`config.mk`:
```
export PLATFORM = sky130hd
export DESIGN_NAME = rr_grant_ctrl
export DESIGN_NICKNAME = d
export VERILOG_FILES = /design/src/rtl/rr_grant_ctrl.sv
export SDC_FILE = /design/constraint.sdc
export NUM_CORES = 1
export LEC_CHECK = 0
export CAP_MARGIN = 10
export CORE_MARGIN = 4
export CORE_UTILIZATION = 40
export DETAILED_ROUTE_END_ITERATION = 16
export GPL_TIMING_DRIVEN = 0
export HOLD_SLACK_MARGIN = 0.15
export PLACE_DENSITY_LB_ADDON = 0.08
export SLEW_MARGIN = 10
export SYNTH_ARGS = -nofsm -noshare
export SYNTH_HDL_FRONTEND = slang
export SYNTH_SLANG_ARGS = --single-unit
```
`constraint.sdc`:
```
create_clock -name clk -period 3.05 [get_ports clk]
set_input_delay 0.61 -clock clk [delete_from_list [all_inputs] [get_ports clk]]
set_output_delay 0.61 -clock clk [all_outputs]
set_load 0.03 [all_outputs]
```
`src/rtl/rr_grant_ctrl.sv`:
```
// rr_grant_ctrl: round-robin grant controller for one shared resource.
// Ports: clk, rst (sync, active-high); req/done per requester;
//   gnt (one-hot, registered), gnt_id (owner index), busy (in OWN),
//   timeout (forced-release pulse), state (FSM debug).
module rr_grant_ctrl #(
    parameter  int N_REQ    = 4,
    parameter  int MAX_HOLD = 16,
    localparam int ID_W     = $clog2(N_REQ)
) (
    input  logic             clk,
    input  logic             rst,
    input  logic [N_REQ-1:0] req,
    input  logic [N_REQ-1:0] done,
    output logic [N_REQ-1:0] gnt,
    output logic [ID_W-1:0]  gnt_id,
    output logic             busy,
    output logic             timeout,
    output logic [1:0]       state
);

    localparam int CNT_W = $clog2(MAX_HOLD) + 1;

    typedef enum logic [1:0] {
        IDLE = 2'b00,
        ARB  = 2'b01,
        OWN  = 2'b10,
        COOL = 2'b11
    } state_t;

    state_t state_q, state_d;

    logic [ID_W-1:0]  ptr_q, ptr_d;
    logic [CNT_W-1:0] cnt_q, cnt_d;
    logic [N_REQ-1:0] gnt_d;
    logic [ID_W-1:0]  gnt_id_d;
    logic             timeout_d;

    logic             found;
    logic [ID_W-1:0]  winner;
    logic [ID_W-1:0]  ix;

    logic own_done;
    logic own_drop;
    logic at_limit;
    logic release_own;

    // Rotating priority search: first set req bit at or after ptr_q.
    always_comb begin
        found  = 1'b0;
        winner = '0;
        ix     = '0;
        for (int i = 0; i < N_REQ; i++) begin
            int k;
            k = int'(ptr_q) + i;
            if (k >= N_REQ) k = k - N_REQ;
            ix = ID_W'(k);
            if (!found && req[ix]) begin
                found  = 1'b1;
                winner = ix;
            end
        end
    end

    // Release terms; only the owner's done/req bits matter.
    assign own_done    = done[gnt_id];
    assign own_drop    = !req[gnt_id];
    assign at_limit    = (cnt_q == CNT_W'(MAX_HOLD - 1));
    assign release_own = own_done || own_drop || at_limit;

    // State register
    always_ff @(posedge clk) begin
        if (rst) state_q <= IDLE;
        else     state_q <= state_d;
    end

    // Next-state logic
    always_comb begin
        state_d = state_q;
        case (state_q)
            IDLE: if (|req) state_d = ARB;
            ARB:  state_d = found ? OWN : IDLE;
            OWN:  if (release_own) state_d = COOL;
            COOL: state_d = IDLE;
            default: state_d = IDLE;
        endcase
    end

    // Output logic: next values of the registered outputs
    always_comb begin
        gnt_d     = gnt;
        gnt_id_d  = gnt_id;
        cnt_d     = cnt_q;
        ptr_d     = ptr_q;
        timeout_d = 1'b0;
        case (state_q)
            IDLE: ;
            ARB: begin
                if (found) begin
                    gnt_d    = N_REQ'(1) << winner;
                    gnt_id_d = winner;
                    cnt_d    = '0;
                end
            end
            OWN: begin
                if (release_own) begin
                    gnt_d     = '0;
                    // done and req-drop outrank the hold limit
                    timeout_d = !own_done && !own_drop;
                end else begin
                    cnt_d = cnt_q + CNT_W'(1);
                end
            end
            COOL: begin
                if (gnt_id == ID_W'(N_REQ - 1)) ptr_d = '0;
                else                             ptr_d = gnt_id + ID_W'(1);
            end
            default: ;
        endcase
    end

    always_ff @(posedge clk) begin
        if (rst) begin
            gnt     <= '0;
            gnt_id  <= '0;
            ptr_q   <= '0;
            cnt_q   <= '0;
            timeout <= 1'b0;
        end else begin
            gnt     <= gnt_d;
            gnt_id  <= gnt_id_d;
            ptr_q   <= ptr_d;
            cnt_q   <= cnt_d;
            timeout <= timeout_d;
        end
    end

    assign busy  = (state_q == OWN);
    assign state = state_q;

endmodule
```
# Yosys cells after proc, flatten, opt, wreduce, memory -nomap -nowiden
# Index checks and enable logic that the tools add are counted.
# op_classes
add_sub_neg	9
multipliers	0
n_div	0
magnitude_cmp	9
eq_ne	9
n_shift	1
mux	35
bitwise_logic	2
n_reduce_logical	19
# ops
cell	count
$mux W2	12
$lt A2 B3 Y1 const B	5
$bmux W1 S2	6
$mux W1	10
$mux W5	2
$pmux W5 S2	1
$ge A3 B3 Y1 const B	3
$mux W4	2
$pmux W2 S4	1
$pmux W4 S2	1
$sub A2 B1 Y2 const B	4
$add A2 B2 Y3 const B	2
$eq A2 B2 Y1 const B	3
$ne A2 B2 Y1 const B	3
$reduce_and A3 Y1	2
$add A5 B1 Y5 const B	1
$eq A5 B4 Y1 const B	1
$logic_not A1 Y1	5
$logic_and A1 B1 Y1	4
$reduce_and A2 Y1	2
$reduce_or A4 Y1	1
$shl A1 B2 Y4 const A	1
$add A2 B1 Y3 const B	1
$ge A2 B3 Y1 const B	1
8 further kinds	10
# word_totals
register_bits	16
latch_bits	0
mem_bits_rw	0
rom_bits	0
input_bits	10
out_inout_bits	10
n_memories	0

# Longest topological paths before layout
# Gate-level depths: netlist (run 1).
# depth
word_depth	17
mapped_depth	7

# Least setup slack after synthesis (run 1)
# Ideal clock, no wire load.
# synth_timing
kind	register -> register
from	register state_q[0] (netlist: state[0])
to	register (tool-made name)
setup_ns	0.123
arrival_time_ns	2.028
slack_ns	0.899
stages_incl_launch_ff	8
cell_sequence	dfxtp_1 > inv_1 > ha_1 > clkbuf_1 > inv_1 > nor2_1 > a221oi_2 > mux2_1
# synth_rtl
item	line	source
start, declared	30	state_t state_q, state_d;
start signal, assigned	73	else state_q <= state_d;

==> reports/qor.csv, run 1 <==
stage,metric,value,unit
run_status,outcome,completed,
sta,clk_skew,2.629,ps
cells_and_area,Layout Cells excl Fill,173,
placed_design,# port buffers,18,
cells_and_area,fillers,247,
critical_path,Worst Reg2Reg Path Length in Cells,7,
cells_and_area,fin area,1309,µm²
logic_synthesis,post-synthesis mux area share,0.07236,
logic_synthesis,"top cells by area, synth","dfxtp_1 30%, ha_1 9.5%, nor2b_1 4.7%",
floorplan,die width,59.35,µm
route,Routed Wire Length,2.437,mm
logic_synthesis,Yosys reg bits,16,
route,initial DRC count,19,
cells_and_area,final-stage net count,162,
critical_path,Worst Path Required,3240,ps
cells_and_area,Layout area overhead,24.08,%
placed_design,GPL Wtd Cong,0.7825,
cts,number of buffers created by CTS,3,
cells_and_area,layout cells sized above 1,0.06294,
job,max cap viols,0,
global_route,pin count of the biggest net entering global routing,11,
logic_synthesis,Synth Area in Adders,0.09490,
placed_design,Area after DPL,1272,µm²
cts,clock latency on the worst-skew pair,290,ps
logic_synthesis,largest family of logic cells by synthesized area,simple AND/OR/NAND/NOR gates,
global_route,first-pass GRT wire length,4.353,mm
pwr,worst vdd ir,0.0003345,V
route,vias,986,
floorplan,Die Y,59.35,µm
pwr,pwr dens,400.9,nW/µm²
cells_and_area,fin util,0.5235,
sta,final hold vios,0,
cts,clock buffer depth,2,
route,drt first pass iters,4,
sta,Slew @ Worst Pin,754.5,ps
sta,Max Freq,421.7,MHz
sta,Final min period,2372,ps
global_route,number of global-route vias before repair,1005,
floorplan,Site Rows,18,
logic_synthesis,post-synthesis sequential area ratio,0.3037,
cts,clock-pin slew on the worst setup and hold paths,100,ps
logic_synthesis,Mapped Nets,139,
cts,post-cts repair resize count,0,
cts,hold_buf cts,0,
logic_synthesis,most frequent cells after synthesis,"16 x dfxtp_1, 11 x nor2_1, 8 x ha_1, 8 x nand2_1, 8 x nor2b_1",
route,WL per Instance,14.09,µm
logic_synthesis,top-count cell post-synth,dfxtp_1,
cells_and_area,# diodes,0,
critical_path,Setup crit start,req[3],
logic_synthesis,top cell type's share of synthesized area,0.3037,
logic_synthesis,Yosys cell types,36,
logic_synthesis,"EDFF count, synth",0,
logic_synthesis,fraction of synthesized cell area in xor and xnor cells,0,
critical_path,worst reg2reg setup slack,1000,ps
sta,RSZ-0062 raised after global routing,false,
critical_path,worst r2r src,state[0],
critical_path,crit path capture type,register,
cts,CTS tree,built,
logic_synthesis,syn avg cell area,8.717,µm²
placed_design,dpl cells,169,
logic_synthesis,synthesized cell area,1055,µm²
sta,final worst-path cycle share,0.7776,
route,number of routed nets with antenna violations,0,
critical_path,"Arr. time, crit path",2560,ps
floorplan,Core ar.,2500,µm²
critical_path,WS Path Type,in -> reg,
logic_synthesis,post-synthesis compound-gate area fraction,0.2337,
cts,Post-CTS Setup Bufs,0,
worst_hold_path,Min-Delay Path Class,reg -> reg,
pwr,Leakage,0.4662,nW
global_route,All-Layer GR Usage,0.1627,
sta,Final Max Slew Viols,0,
route,vias per cell,5.699,
logic_synthesis,Gate Count Post-Synth,121,
global_route,initial antenna violation count,0,
sta,normalized max-slew margin,0.4923,
route,detailed-route DRC error count,0,
logic_synthesis,Main synth FF type,dfxtp_1,
critical_path,CP startpoint kind,primary input,
critical_path,CP Max Fanout,9,
floorplan,area of the die,3522,µm²
logic_synthesis,Synth area leader,dfxtp_1,
logic_synthesis,Ys Warns,0,
sta,Setup TNS,0,ps
cts,CTS sink cnt,16,
cts,H-tree levels,1,
logic_synthesis,asr flop ratio synth,0,
placed_design,hpwl dp,1.853,mm
floorplan,Starting Density,0.4219,
logic_synthesis,Synth Area in Simple Gates,0.2598,
cts,root buffer cell,clkbuf_4,
sta,setup violators final,0,
floorplan,Top-Level Pins,20,
global_route,global route overflow,0,
[critical path, cell delays in order]
cell	delay, ps
clkdlybuf4s50_1	540
nor2b_1	200
mux4_2	600
a221oi_2	260
mux2_1	350
[metrics by stage]
step	total power, mW	hold slack (ps)	setup slack (ps)
6_report	0.5246	496.0	678.5
3_3_place_gp	0.3800	474.6	389.9
4_1_cts	0.5341	501.8	694.5
2_1_floorplan	0.3288	459.6	898.5
5_1_grt	0.5611	515.9	626.4
3_5_place_dp	0.3819	480.8	370.3
[metal layers]
metal | wire length, µm | global-route usage
met2 | 1205 | 0.2917
met5 | 0 | 0
met3 | 89 | 0.03922
met4 | 13 | 0.03883
met1 | 1127 | 0.1928
[placed cells by master, fill, tap and decap left out, types with 2 or more instances in the layout]
cell / n
clkdlybuf4s50_1: 18
dfxtp_1: 16
nor2_1: 11
nor2b_1: 8
nand2_1: 8
ha_1: 8
inv_1: 7
nand2b_1: 7
o21ai_0: 4
o32ai_1: 4
a31oi_1: 4
o211ai_1: 4
clkbuf_1: 3
nand4_1: 3
clkbuf_4: 3
and3_1: 2
a21o_1: 2
o21bai_1: 2
mux4_2: 2
a221oi_2: 2
mux2i_1: 2
nand4b_1: 2
nand3_1: 2
nor4_1: 2
a211oi_1: 2
a21oi_1: 2
[where the power goes]
group | leakage [nW] | switching (mW) | internal (mW)
sequential | 0.130 | 0.00903 | 0.218
combinational | 0.316 | 0.0868 | 0.0628
clock | 0.0210 | 0.0751 | 0.0728
[area by class of cell]
| type | count | area, µm² | share of cell area |
|---|---|---|---|
| Multi-Input combinational cell | 95 | 696.9 | 0.5325 |
| Timing Repair Buffer | 18 | 180.2 | 0.1377 |
| Inverter | 7 | 26.28 | 0.02008 |
| Sequential cell | 16 | 320.3 | 0.2447 |
| Buffer | 3 | 11.26 | 0.008604 |
| Tap cell | 30 | 37.54 | 0.02868 |
| Clock buffer | 4 | 36.28 | 0.02772 |
[registers in the layout, indices dropped and copies added, names as in the netlist, named ones only]
name / count
cnt_q: 5
gnt: 4
gnt_id: 2
ptr_q: 2
state: 1
timeout: 1
[how the worst min path moves through the flow]
stage,from,endpoint,slack [ps],cells after the start
2_1_floorplan,cnt_q[4],cnt_q[4],460,2
3_3_place_gp,cnt_q[4],cnt_q[4],470,2
6_report,gnt[1],gnt[1],500,2
5_1_grt,cnt_q[4],cnt_q[4],520,2
4_1_cts,cnt_q[4],cnt_q[4],500,2
3_5_place_dp,gnt[0],gnt[0],480,2
[kinds of logic after synthesis]
| kind of cell | Yosys count |
|---|---|
| buffers and inverters | 10 |
| adders and majority gates | 8 |
| and+or+nand+nor | 50 |
| muxes | 5 |
| DFF | 16 |
| AOI/OAI and AO/OA | 32 |
Power figures use the tool's default switching activity.
==> run 2, diff against run 1 <==
Clock period 3.05 ns to 2.1 ns, I/O delays scaled along.
==> run 2 against run 1 <==
  * Sequential share of layout area down 0.39 points
  * Count of clock-buffer cells in the layout unchanged
  * Sequential power up 46%
  * Routed wire length increased by 1.8%
  * Via count shrank 1.2%
  * Clock skew increased by 4.9 ps
  * Global-route usage decreased by 0.44 points
  * Final cell count unchanged
  * Critical path type unchanged
  * Largest power group unchanged
==> reports/qor.csv, run 2 (synthesis gave the netlist of run 1 again) <==
stage,metric,value,unit,change
sta,Hold WS,494.1,ps,-1.849 ps
global_route,initial antenna violation count,0,,unchanged
cells_and_area,Largest regs,"cnt_q (5), gnt (4)",,
worst_hold_path,Min-Delay Path Class,reg -> reg,,
floorplan,Site Rows,18,,unchanged
critical_path,CP startpoint kind,primary input,,
critical_path,"Arr. time, crit path",2190,ps,-370 ps
cts,CTS sink cnt,16,,unchanged
sta,Slew @ Worst Pin,766.2,ps,+11.66 ps
pwr,Leakage,0.5173,nW,+11%
placed_design,"worst slack, placed",-363.5,ps,-733.8 ps
sta,final worst-path cycle share,0.9546,,
critical_path,CP Max Fanout,7,,-2
route,Routed Wire Length,2.482,mm,+1.8%
critical_path,Worst Path Required,2290,ps,-950 ps
critical_path,"Critical Path, Cell by Cell",clkdlybuf4s50_1 > nor2b_1 > mux4_2 > a221oi_2 > mux2_1,,
floorplan,Die Y,59.35,µm,unchanged
cells_and_area,# diodes,0,,unchanged
sta,Max Freq,498.8,MHz,
route,drt first pass iters,6,,+2
sta,clk_skew,7.566,ps,+4.937 ps
critical_path,Critical Path Slowest Stage Cell,mux4_2,,
cts,clock latency on the worst-skew pair,290,ps,about the same
floorplan,Core ar.,2500,µm²,unchanged
cells_and_area,Layout Cells excl Fill,173,,unchanged
cts,H-tree levels,1,,unchanged
global_route,pin count of the biggest net entering global routing,11,,unchanged
floorplan,Top-Level Pins,20,,unchanged
run_status,outcome,completed,,
placed_design,# port buffers,18,,unchanged
sta,Final Max Slew Viols,0,,unchanged
pwr,pwr dens,575.1,nW/µm²,+43%
critical_path,WS Path Type,in -> reg,,
global_route,All-Layer GR Usage,0.1583,,-0.004413
placed_design,hpwl dp,1.936,mm,+4.5%
cells_and_area,largest register by flop count,cnt_q,,
sta,normalized max-slew margin,0.4845,,-0.007843
route,initial DRC count,33,,+14
route,vias per cell,5.630,,-1.2%
route,WL per Instance,14.35,µm,+1.8%
global_route,number of global-route vias before repair,946,,-5.9%
cts,CTS tree,built,,
sta,Final min period,2005,ps,
cells_and_area,fillers,242,,-2.0%
pwr,Tot Pwr,0.7678,mW,+46%
route,number of routed nets with antenna violations,0,,unchanged
job,max cap viols,0,,unchanged
cells_and_area,highest-count cells in the layout ignoring fill and taps,"15 x dfxtp_1, 14 x clkdlybuf4s50_1, 11 x nor2_1",,
cts,number of buffers created by CTS,3,,unchanged
critical_path,max incr delay on CP,520,ps,-80 ps
sta,setup violators final,0,,unchanged
pwr,worst vdd ir,0.0003591,V,+7.3%
cells_and_area,final-stage net count,162,,unchanged
route,vias,974,,-1.2%
cells_and_area,layout cells sized above 1,0.07692,,+0.01399
cts,clock buffer depth,2,,unchanged
placed_design,dpl cells,169,,unchanged
critical_path,crit path capture type,register,,
critical_path,Buf/Inv on CP,1,,unchanged
global_route,first-pass GRT wire length,4.250,mm,-2.4%
cells_and_area,"commonest non-fill, non-tap cell in the layout",dfxtp_1,,
placed_design,GPL Wtd Cong,0.8251,,+5.4%
sta,final hold vios,0,,unchanged
cells_and_area,Largest register FFs,5,,unchanged
floorplan,Starting Density,0.4219,,unchanged
route,detailed-route DRC error count,0,,unchanged
cts,clock-pin slew on the worst setup and hold paths,100,ps,about the same
floorplan,die width,59.35,µm,unchanged
sta,setup ws final,95.26,ps,-583.2 ps
cts,root buffer cell,clkbuf_4,,
global_route,global route overflow,0,,unchanged
floorplan,area of the die,3522,µm²,unchanged
critical_path,critical path's top delay family,multiplexers,,
cts,hold_buf cts,0,,unchanged
cells_and_area,Layout area overhead,26.57,%,
-- run 2: changes by cell type in the layout (fill, tap and decap cells not counted), sizes merged --
cell	change
clkdlybuf4s50	-4
dlymetal6s2s	+4
buf	+1
clkbuf	-1
-- run 2: per-stage QoR --
stage / instance area, µm² / TNS, ps / util
6_report: 1335 / 0 / 0.5340
4_1_cts: 1318 / 0 / 0.5270
5_1_grt: 1335 / -16.41 / 0.5340
2_1_floorplan: 1056 / 0 / -
3_5_place_dp: 1274 / -2858 / 0.5095
3_3_place_gp: 1274 / -2763 / 0.5095
-- run 2: worst register-to-register path, stage by stage (launching register included) --
cell	delay, ps
dfxtp_2	360
inv_1	150
ha_1	390
inv_1	190
nor2_1	340
a221oi_2	100
mux2_1	330
-- run 2: power by group --
group | total, mW | internal (mW) | switching (mW)
clock | 0.210 | 0.106 | 0.104
sequential | 0.331 | 0.317 | 0.0133
combinational | 0.227 | 0.0974 | 0.130
total | 0.768 | 0.520 | 0.247
-- run 2: layout make-up --
cell class | count | area [µm²] | share of cell area
multi-input combinational | 95 | 708.2 | 0.5305
sequential | 16 | 321.6 | 0.2409
timing repair buffer | 19 | 197.7 | 0.1481
tap | 30 | 37.54 | 0.02812
clock buffer | 4 | 36.28 | 0.02718
inverter | 7 | 26.28 | 0.01968
buffer | 2 | 7.507 | 0.005623
-- run 2: metal layers --
layer | global-route usage | share of wire
met3 | 0.01961 | 0.021
met2 | 0.2668 | 0.50
met4 | 0.07443 | 0.0081
met5 | 0 | 0
met1 | 0.1981 | 0.47
-- run 2: repair_timing --
item	CTS	global route
resized for setup	0	5
setup buffers	1	0
hold endpoints to repair	0	0
endpoints found under the setup margin	5	5
pin swaps	0	0
-- run 2: final timing paths --
kind | cells past startpoint | slack, ps | end | start
worst max register to register | 6 | 140 | register | state[0]
worst max-delay path | 5 | 100 | register | req[2]
worst min register to register | 2 | 490 | gnt[2] | gnt[2]
worst min-delay path | 2 | 490 | gnt[2] | gnt[2]
==> run 3, diff against run 2 <==
Settings changed: SKIP_CTS_REPAIR_TIMING from default to 1.
==> run 3 against run 2 <==
  * Routed wire length is 0.52% higher
  * Final cell count did not move
  * Die area unchanged
  * Hold slack about the same
==> reports/qor.csv, run 3 (synthesis gave the netlist of run 1 again) <==
stage,metric,value,unit,change
run_status,outcome,completed,,
pwr,worst vdd ir,0.0003617,V,+0.71%
critical_path,Setup crit start,req[2],,
worst_hold_path,WHS Path Cells,2,,unchanged
sta,clk_skew,9.106,ps,+1.540 ps
global_route,first-pass GRT wire length,4.250,mm,unchanged
sta,setup violators final,0,,unchanged
critical_path,"Arr. time, crit path",2200,ps,about the same
cts,number of buffers created by CTS,3,,unchanged
floorplan,area of the die,3522,µm²,unchanged
cells_and_area,Largest register FFs,5,,unchanged
placed_design,Area after DPL,1274,µm²,unchanged
critical_path,Worst Path Required,2290,ps,about the same
sta,final worst-path cycle share,0.9556,,+0.0009731
sta,Final min period,2007,ps,+2.044 ps
cts,clock buffer depth,2,,unchanged
cts,H-tree levels,1,,unchanged
global_route,pin count of the biggest net entering global routing,11,,unchanged
sta,RSZ-0062 raised after global routing,false,,
sta,setup ws final,93.22,ps,-2.044 ps
placed_design,GPL Wtd Cong,0.8251,,unchanged
cts,clock-pin slew on the worst setup and hold paths,110,ps,about the same
critical_path,CP startpoint kind,primary input,,
route,detailed-route DRC error count,0,,unchanged
global_route,All-Layer GR Usage,0.1583,,unchanged
placed_design,# port buffers,18,,unchanged
sta,Setup TNS,0,ps,unchanged
floorplan,Core ar.,2500,µm²,unchanged
sta,Final Max Slew Viols,0,,unchanged
pwr,Tot Pwr,0.7706,mW,+0.36%
cells_and_area,# diodes,0,,unchanged
placed_design,dpl cells,169,,unchanged
sta,normalized max-slew margin,0.4894,,+0.004877
floorplan,die width,59.35,µm,unchanged
critical_path,worst reg2reg setup slack,240,ps,+100 ps
route,drt first pass iters,4,,-2
floorplan,Top-Level Pins,20,,unchanged
critical_path,CP Max Fanout,7,,unchanged
placed_design,hpwl dp,1.936,mm,unchanged
cells_and_area,Largest regs,"cnt_q (5), gnt (4)",,
pwr,Leakage,0.5168,nW,about the same
global_route,global route overflow,0,,unchanged
cts,root buffer cell,clkbuf_4,,
worst_hold_path,Min-Delay Path Class,reg -> reg,,
route,initial DRC count,34,,+3.0%
cells_and_area,highest-count cells in the layout ignoring fill and taps,"15 x dfxtp_1, 14 x clkdlybuf4s50_1, 10 x nor2_1",,
route,Routed Wire Length,2.495,mm,+0.52%
route,WL per Instance,14.42,µm,+0.52%
critical_path,WS Path Type,in -> reg,,
critical_path,crit path capture type,register,,
route,vias per cell,5.676,,+0.82%
pwr,pwr dens,576.1,nW/µm²,+0.17%
critical_path,Worst Reg2Reg Path Length in Cells,6,,unchanged
global_route,initial antenna violation count,0,,unchanged
route,vias,982,,+0.82%
critical_path,worst r2r src,state[0],,
sta,final hold vios,0,,unchanged
global_route,met1 Use GR,0.1968,,-0.001330
cells_and_area,Layout area overhead,26.81,%,
floorplan,Die Y,59.35,µm,unchanged
cts,CTS sink cnt,16,,unchanged
worst_hold_path,Worst Min Path Start,gnt[2],,
sta,Max Freq,498.3,MHz,-0.10%
global_route,met3 GRT Util,0.01961,,unchanged
cts,clock latency on the worst-skew pair,290,ps,about the same
cells_and_area,largest register by flop count,cnt_q,,
cells_and_area,Layout Cells excl Fill,173,,unchanged
job,max cap viols,0,,unchanged
cells_and_area,"commonest non-fill, non-tap cell in the layout",dfxtp_1,,
global_route,number of global-route vias before repair,946,,unchanged
placed_design,"worst slack, placed",-363.5,ps,unchanged
global_route,Most Crowded Layer GR,met2,,
global_route,M2 GR Usage,0.2683,,+0.001560
cells_and_area,layout cells sized above 1,0.08392,,+0.006993
cells_and_area,fin area,1338,µm²,+0.19%
cells_and_area,final-stage net count,162,,unchanged
cts,CTS tree,built,,
floorplan,Starting Density,0.4219,,unchanged
sta,Slew @ Worst Pin,759.0,ps,-7.249 ps
route,number of routed nets with antenna violations,0,,unchanged
worst_hold_path,Min-Delay Endpoint,gnt[2],,
floorplan,Site Rows,18,,unchanged
-- run 3: worst max-delay path by stage --
stage,to
floorplan,register
global placement,register
detailed placement,register
CTS,register
global route,register
finish,register
-- run 3: cell type report --
class                           instances  area [µm²]
Buffer                                  2       7.507
Clock buffer                            4       36.28
Fill cell                             244        1162
Inverter                                7       26.28
Multi-Input combinational cell         95       710.7
Sequential cell                        16       321.6
Tap cell                               30       37.54
Timing Repair Buffer                   19       197.7
-- run 3: worst max-delay path: stages --
cell and delay (ps):
clkdlybuf4s50_1 490, nor2b_1 170, mux4_2 530, a221oi_2 250, mux2_1 340
-- run 3: power by group --
part	internal, mW	switching (mW)	total [mW]
Combinational	0.0976	0.129	0.227
Clock	0.106	0.107	0.213
Sequential	0.317	0.0133	0.331
Total	0.521	0.250	0.771
-- run 3: stage by stage --
| stage | hold slack [ps] | util |
|---|---|---|
| after global placement | 471.3 | 0.5095 |
| after global routing | 515.9 | 0.5350 |
| final | 494.3 | 0.5350 |
| after floorplan | 459.6 | - |
| after CTS | 497.4 | 0.5240 |
| after detailed placement | 483.3 | 0.5095 |
-- run 3: metal layers --
metal / wire length [µm] / up-vias / share of wire
met5: 0 / - / 0
met2: 1236 / 20 / 0.50
met1: 1153 / 462 / 0.46
li1: - / 496 / -
met3: 81 / 4 / 0.032
met4: 24 / 0 / 0.0096
==> RTL change (flow settings as in run 2) <==
Remove the register `timeout`: a continuous assignment takes its place, so the output `timeout` follows one clock earlier.
--- a/src/rtl/rr_grant_ctrl.sv
+++ b/src/rtl/rr_grant_ctrl.sv
@@ -125,5 +125,4 @@
             ptr_q   <= '0;
             cnt_q   <= '0;
-            timeout <= 1'b0;
         end else begin
             gnt     <= gnt_d;
@@ -131,7 +130,8 @@
             ptr_q   <= ptr_d;
             cnt_q   <= cnt_d;
-            timeout <= timeout_d;
         end
     end
+
+    assign timeout = timeout_d;
 
     assign busy  = (state_q == OWN);
Formal check against the unedited RTL: same outputs for any inputs over 10 cycles, from zero or initial values and one cycle with rst high; that may be too few to reach the edited logic, so the function may still have changed.
==> RTL change against run 2 <==
  * Largest power group unchanged
  * Largest cell class unchanged
  * Routed wire length decreased by 1.0%
  * Final area decreased by 4.8%
  * Total power decreased by 9.1%
  * Worst setup slack got worse by 0.038 ns
  * Critical path type is now input pin to output port
  * Sequential cell count decreased by 1
  * Area after synthesis decreased by 3.1%
  * Via count decreased by 0.72%
  * Sequential power decreased by 6.3%
==> RTL change: results (changes against run 2) <==
- Slew at the pin closest to its max-slew limit: 0.5265 ns (-0.2397 ns)
- Buffer share of cell area: 15.45% (+0.082 points)
- Final HPWL DP: 1838 µm (-5.1%)
- R2R Setup Slk: 0.28 ns (+0.14 ns)
- Metal2 WL: 1119 µm (-9.3%)
- Seq/total area: 23.92% (-0.17 points)
- Reg2reg path depth: 7 (+1)
- Synth unique cells: 37 (+2.8%)
- Worst VDD drop: 0.3576 mV (-0.42%)
- Final WL: 2457 µm (-1.0%)
- Arr. time, crit path: 1.62 ns (-0.57 ns)
- Met1 Usage GRT: 18.67% (-1.1 points)
- Routed via count: 967 (-0.72%)
- Met3 GRT Util: 2.632% (+0.67 points)
- Worst-path fanout max: 8 (+1)
- Reg-to-Reg Start: cnt_q[0]$_SDFFE_PP0P_
- Non-clock buffers: 24 (+14%)
- Seq cells: 15 (-1)
- Cts repair resizes: 18 (+18)
- Top cells by area, synth: dfxtp_1 29%, ha_1 9.8%, nor2b_1 6.7%, nand2_1 5.1%, o32ai_1 3.4%
- Pleak: 0.4857 nW (-6.1%)
- Hold Crit Endpoint: gnt[1]$_SDFFE_PP0P_
- Multi-input logic portion of the cell area: 53.84% (+0.79 points)
- Nets@finish: 164 (+1.2%)
- Logic inverters: 6 (-1)
- DP Worst Slack: -0.9102 ns (-0.5466 ns)
- Min-delay src: gnt[1]$_SDFFE_PP0P_
- Fill cell count: 264 (+9.1%)
- Share of post-route cells with drive strength above 1: 13.10% (+5.4 points)
- Outcome: finished, final reports clean
- Routability Congestion: 0.8017 (-2.8%)
- Hold_ws: 0.4777 ns (-0.01640 ns)
- First element of the critical path: req[3]
- 1st-pass router iterations: 4 (-2)
- Most common library cells after synthesis: 15 x dfxtp_1, 14 x nand2_1, 11 x nor2b_1, 8 x ha_1, 7 x nor2_1
- Met3 wire length: 103 µm (+98%)
- Synth Area in Adders: 9.792% (+0.30 points)
RTL change: cell count changes after synthesis, moves of 3 or more:
cell | before | now
nor3b_1 | 0 | 3
nand2b_1 | 7 | 0
nand2_1 | 8 | 14
a31oi_1 | 4 | 1
o211ai_1 | 4 | 1
nor2b_1 | 8 | 11
nor2_1 | 11 | 7
o311ai_1 | 0 | 3
RTL change: where the power goes:
part | internal (mW) | switching, mW | leakage, nW
logic | 0.0900 | 0.135 | 0.348
clock network | 0.0736 | 0.0899 | 0.0150
registers | 0.297 | 0.0125 | 0.122
total | 0.461 | 0.237 | 0.486
RTL change: per-stage QoR:
step	TNS, ns	instances	util [%]
after floorplan	0	121	-
after global placement	-3.398	169	50.51
after detailed placement	-3.623	169	50.51
after CTS	-0.1400	175	52.04
after global routing	0	175	51.78
final	0	175	51.78
RTL change: worst max-delay path, cell delays in order:
cell and delay (ns):
buf_2 0.15, nor2b_1 0.13, mux4_2 0.49, buf_6 0.14, and3_4 0.16, buf_6 0.13
